$ cat src/rtl/if_fetch.sv
// ----------------------------------------------------------------------------
// if_fetch -- GeMIPS instruction-fetch stage.
//
// Generates the program counter, issues one-word fetch requests to the
// instruction SRAM and presents each returned word, with its PC, to the
// IF/ID register. Fetching freezes while if_stop is high; branch/jump
// redirects from ID are taken at the next request boundary, since a request
// already started is always allowed to complete.
//
// Parameters:
//   RESET_PC       first fetch address after reset
//
// Ports:
//   clk            clock, rising-edge active
//   rst            asynchronous, active-high reset
//   if_stop        1 = stall fetch, 0 = run
//   branch_flag    one-cycle redirect pulse from ID
//   branch_target  redirect address, sampled with branch_flag
//   inst_req       fetch request to instruction SRAM
//   inst_addr      fetch address, stable while inst_req is high
//   inst_ack       SRAM completed the current request
//   inst_rdata     fetched word, valid with inst_ack
//   if_pc          PC of the word on if_inst
//   if_inst        fetched instruction to IF/ID
//   if_valid       if_inst/if_pc hold a real instruction
//   if_adel        sticky misaligned-redirect flag (IF_ALIGN_CHECK_EN only)
//
// Build option:
//   IF_ALIGN_CHECK_EN  when defined, misaligned redirect targets raise if_adel
//                      and halt fetch; otherwise target bits [1:0] are cleared.
// ----------------------------------------------------------------------------
module if_fetch #(
    parameter logic [31:0] RESET_PC = 32'h8000_0000
) (
    input  logic        clk,
    input  logic        rst,
    input  logic        if_stop,
    input  logic        branch_flag,
    input  logic [31:0] branch_target,
    output logic        inst_req,
    output logic [31:0] inst_addr,
    input  logic        inst_ack,
    input  logic [31:0] inst_rdata,
    output logic [31:0] if_pc,
    output logic [31:0] if_inst,
    output logic        if_valid
`ifdef IF_ALIGN_CHECK_EN
    ,
    output logic        if_adel
`endif
);

    typedef enum logic [1:0] {
        S_IDLE  = 2'd0,
        S_REQ   = 2'd1,
        S_STALL = 2'd2
    } state_t;

    state_t      state_q;
    logic        req_q;
    logic [31:0] addr_q;
    logic [31:0] pc_q;
    logic [31:0] inst_q;
    logic        valid_q;
    logic        pend_vld_q;
    logic [31:0] pend_tgt_q;
    logic        adel_q;

    // Redirect that applies at the current commit point: a same-cycle pulse
    // takes priority over (and supersedes) an older pending one.
    logic        redir_vld;
    logic [31:0] redir_raw;
    logic [31:0] redir_tgt;
    logic        redir_bad;

    always_comb begin
        redir_vld = branch_flag | pend_vld_q;
        redir_raw = branch_flag ? branch_target : pend_tgt_q;
`ifdef IF_ALIGN_CHECK_EN
        redir_tgt = redir_raw;
        redir_bad = redir_vld && (redir_raw[1:0] != 2'b00);
`else
        redir_tgt = redir_raw & 32'hFFFF_FFFC;
        redir_bad = 1'b0;
`endif
    end

    always_ff @(posedge clk or posedge rst) begin
        if (rst) begin
            state_q    <= S_IDLE;
            req_q      <= 1'b0;
            addr_q     <= RESET_PC;
            pc_q       <= RESET_PC;
            inst_q     <= 32'h0;
            valid_q    <= 1'b0;
            pend_vld_q <= 1'b0;
            pend_tgt_q <= 32'h0;
            adel_q     <= 1'b0;
        end else begin
            case (state_q)
                S_IDLE: begin
                    // Late acks from a request cut off by reset land here and
                    // are ignored.
                    state_q <= if_stop ? S_STALL : S_REQ;
                    req_q   <= ~if_stop;
                    if (branch_flag) begin
                        pend_vld_q <= 1'b1;
                        pend_tgt_q <= branch_target;
                    end
                end

                S_REQ: begin
                    if (inst_ack) begin
                        pend_vld_q <= 1'b0;
                        if (redir_bad) begin
                            // Misaligned target: report it in place of a
                            // fetched word and park until a good redirect.
                            pc_q    <= redir_raw;
                            inst_q  <= 32'h0;
                            valid_q <= 1'b1;
                            adel_q  <= 1'b1;
                            state_q <= S_STALL;
                            req_q   <= 1'b0;
                        end else begin
                            pc_q <= addr_q;
                            if (redir_vld) begin
                                // Word belongs to the wrong path; drop it.
                                inst_q  <= 32'h0;
                                valid_q <= 1'b0;
                                addr_q  <= redir_tgt;
                                adel_q  <= 1'b0;
                            end else begin
                                inst_q  <= inst_rdata;
                                valid_q <= 1'b1;
                                addr_q  <= addr_q + 32'd4;
                            end
                            state_q <= if_stop ? S_STALL : S_REQ;
                            req_q   <= ~if_stop;
                        end
                    end else if (branch_flag) begin
                        pend_vld_q <= 1'b1;
                        pend_tgt_q <= branch_target;
                    end
                end

                S_STALL: begin
                    if (!if_stop) begin
                        if (redir_bad) begin
                            pend_vld_q <= 1'b0;
                            pc_q       <= redir_raw;
                            inst_q     <= 32'h0;
                            valid_q    <= 1'b1;
                            adel_q     <= 1'b1;
                        end else if (redir_vld) begin
                            pend_vld_q <= 1'b0;
                            addr_q     <= redir_tgt;
                            adel_q     <= 1'b0;
                            state_q    <= S_REQ;
                            req_q      <= 1'b1;
                        end else if (!adel_q) begin
                            // adel_q parks fetch until a redirect arrives.
                            state_q <= S_REQ;
                            req_q   <= 1'b1;
                        end
                    end else if (branch_flag) begin
                        pend_vld_q <= 1'b1;
                        pend_tgt_q <= branch_target;
                    end
                end

                default: begin
                    state_q <= S_IDLE;
                    req_q   <= 1'b0;
                end
            endcase
        end
    end

    assign inst_req  = req_q;
    assign inst_addr = addr_q;
    assign if_pc     = pc_q;
    assign if_inst   = inst_q;
    assign if_valid  = valid_q;
`ifdef IF_ALIGN_CHECK_EN
    assign if_adel   = adel_q;
`endif

endmodule
$ cat config.mk
export PLATFORM = sky130hd
export DESIGN_NAME = if_fetch
export DESIGN_NICKNAME = d
export VERILOG_FILES = /design/src/rtl/if_fetch.sv
export SDC_FILE = /design/constraint.sdc
export NUM_CORES = 1
export LEC_CHECK = 0
export ABC_CLOCK_PERIOD_IN_PS = 4400
export BUFFER_PORTS_ARGS = -buffer_cell sky130_fd_sc_hd__buf_4
export CAP_MARGIN = 25
export CORE_MARGIN = 1.5
export CORE_UTILIZATION = 30
export CTS_CLUSTER_DIAMETER = 200
export CTS_CLUSTER_SIZE = 16
export DETAILED_ROUTE_END_ITERATION = 10
export GPL_TIMING_DRIVEN = 0
export MAX_ROUTING_LAYER = met4
export PLACE_DENSITY = 0.52
export SLEW_MARGIN = 10
export SYNTH_ARGS = -nofsm -noshare
export SYNTH_HDL_FRONTEND = slang
export SYNTH_SLANG_ARGS = --single-unit
$ cat constraint.sdc
create_clock -name clk -period 4.4 [get_ports clk]
set_input_delay 0.44 -clock clk [delete_from_list [all_inputs] [get_ports clk]]
set_output_delay 0.44 -clock clk [all_outputs]
set_load 0.005 [all_outputs]
==> results.json <==
{
  "post_synth_xor_area_fraction_pct": 0,
  "nets": 778,
  "async_reset_ff_share_pct": 100,
  "pin_slew_with_the_least_headroom_to_its_limit_ps": 807,
  "timing.final.crit_period_ps": 2430,
  "vias_in_the_first_global_route": 4917,
  "detail_route.vias_per_cell": 5.11,
  "period_share_pct": 55.2,
  "synth.yosys.seq_area_share_pct": 53.0,
  "run_status": "finished clean",
  "cell_row_count": 51,
  "grt_setup_unrepaired": "no",
  "synthDominantCellAreaShare_pct": 52.1,
  "crit_fanout": 10,
  "cp_data_arrival_time_ps": 2700,
  "seq_area_sq_um": 3160,
  "antennaDiodeCount": 0,
  "cellLeakagePower_uw": 0.00369,
  "die_area_sq_um": 20700,
  "dp_worst_setup_slack_ps": 1910,
  "top_level_ports": 167,
  "cts_resized": 0,
  "synth.lib_cells_used.distinct": 54,
  "worstSetupPathType": "reg2reg",
  "finalWorstSetupSlack_ps": 1970,
  "fraction_of_layout_cells_with_a_size_suffix_above_1_pct": 40.0,
  "dr.first_iter.drc_count": 336,
  "cts_hold_buf": 0,
  "grt_overflow_total": 0,
  "post-dp-hpwl_um": 13800,
  "post_synth_most_frequent_cells": "dfrtp_1, mux2_2, a21oi_1",
  "global_route.usage.total_pct": 18.8,
  "cts.reportedPaths.clkPinSlew_ps": 60,
  "yosysWarningCount": 0,
  "gp_routability_congestion": 0.872,
  "grt_first_pass_wirelength_um": 28200,
  "maxSlewViolCount": 0,
  "tritoncts_clock_tree": "done",
  "multi_input_logic_area_sq_um": 2600,
  "end_kind": "flip-flop",
  "clk_lat_worst_skew_ps": 420,
  "ir_drop_v": 0.000335,
  "final_setup_violations": 0,
  "relSlewSlack_pct": 46.2,
  "post_synth_mux_area_share_pct": 15.5,
  "cts_setup_buffers": 0,
  "n_fill_cell": 1901,
  "yosys.area_share.simple_pct": 11.6,
  "final_hold_viol_count": 0,
  "avgSynthCellArea_sq_um": 11.4,
  "fp.coreArea_sq_um": 19500,
  "portBuffers": 159,
  "synth-edff-count": 0,
  "post-layout-total-power_uw": 6360,
  "grt_antenna_before_repair": 0,
  "synth_area_sq_um": 5950,
  "area_growth_pct": 36.3,
  "max_freq_mhz": 412,
  "postRouteWirelength_um": 18600,
  "yosysTopAreaCell": "dfrtp_1",
  "synth_top_cells_by_area": "dfrtp_1, mux2_2, a22o_1",
  "die_w_um": 144,
  "routedWlPerCell_um": 19.0,
  "required_ps": 4670,
  "setup.worst_path.start_class": "flip-flop",
  "grt_max_degree": 75,
  "yosys.cell_count.top_type": "dfrtp_1",
  "yosys.area_share.adder_pct": 1.05,
  "dominant_combinational_cell_family_by_area_after_synthesis": "multiplexers",
  "ys_dominant_reg_cell": "dfrtp_1",
  "power.density_nw_per_um2": 783,
  "cts_max_level": 4,
  "cts_sinks": 126,
  "remaining_drc_errors": 0,
  "dr_total_vias": 5018,
  "clock_skew_ps": 9.91,
  "drtPass1Iterations": 4,
  "reg2regPathDepth": 8,
  "drtAntennaViolNets": 0,
  "clockBufferDepth": 2,
  "start_util_pct": 30.6,
  "cts-root-buf": "clkbuf_16",
  "numCtsBuffers": 17,
  "die_height_um": 144,
  "synth_compound_area_share_pct": 15.3,
  "count_of_mapped_cells_out_of_synthesis": 522,
  "cap_violations": 0,
  "ys_ff_latch": 126,
  "min_path_type": "in2async"
}
sequential cells by signal (all words and copies together), names as in the netlist:
| signal | cells |
|---|---|
| if_inst | 32 |
| if_pc | 30 |
| inst_addr | 30 |
| pend_tgt_q | 30 |
| state_q | 2 |
| if_valid | 1 |
| pend_vld_q | 1 |
per-layer routing:
metal / global-route usage [%] / vias up / wire, um
met4: 6.93 / 0 / 391
met3: 3.73 / 28 / 1060
li1: - / 2304 / -
met5: - / - / 0
met2: 29.7 / 209 / 8670
met1: 23.8 / 2477 / 8510
cell type report:
cell class              instances  area share (%)
plain buffers                  36            2.22
clock buffers                  20            5.63
clock inverters                12            1.68
inverters                       7           0.386
multi-input cells             356            32.1
flip-flops and latches        126            38.9
well taps                     265            4.09
repair buffers                160            15.1
layout by cell type, fill, tap and decap left out, types with 6 or more instances in the layout:
cell type  count
mux2_2        64
clkbuf_1      15
buf_4        165
nor3_1         8
clkbuf_16     17
nand4_1       12
nor2_1        35
buf_2         12
mux2i_1       20
inv_1          6
a21oi_1       37
nand3_1       14
nand2_1       35
a22o_1        33
o21ai_0       21
o22a_1         6
dfrtp_1      124
metrics by stage:
| stage | std cells | hold WS (ps) | utilization, % | setup TNS, ps | cell area (sq um) |
|---|---|---|---|---|---|
| 2_1_floorplan | 525 | 471 | - | 0 | 5960 |
| 3_3_place_gp | 949 | 470 | 38.5 | -121920 | 7490 |
| 3_5_place_dp | 950 | 471 | 38.6 | 0 | 7520 |
| 4_1_cts | 982 | 77.0 | 41.7 | 0 | 8110 |
| 5_1_grt | 982 | 104 | 41.7 | 0 | 8110 |
| 6_report | 982 | 72.0 | 41.7 | 0 | 8110 |
worst paths after layout:
check,from,endpoint,slack [ps]
setup / recovery,state_q[0],inst_addr[7],1970
hold / removal,rst,if_inst[24],70
setup reg to reg,state_q[0],inst_addr[7],1970
hold reg to reg,if_valid,if_valid,480
max in group asynchronous,rst,pend_tgt_q[7],3580
min in group clk,inst_rdata[5],if_inst[5],230
cells by family after synthesis:
logic type	Yosys count
AO/OA/AOI/OAI	132
adder cells (fa/ha/maj)	5
buffers and inverters	43
flip-flops	126
multiplexers	84
other	1
AND/OR/NAND/NOR	131
report_power, final:
part | switching (uW) | internal, uW | leakage, uW
registers | 551 | 1750 | 0.00151
clock network | 533 | 867 | 0.000283
logic | 1280 | 1380 | 0.00189
total | 2370 | 3990 | 0.00369
critical path, cell delays in order (launching register included):
cell and delay (ps):
dfrtp_1 440, inv_1 110, ha_1 290, nor3_1 240, buf_2 300, buf_1 470
o21ai_0 190, a21oi_1 190, a21oi_1 50
No activity file was read; power rests on OpenSTA's default activity.
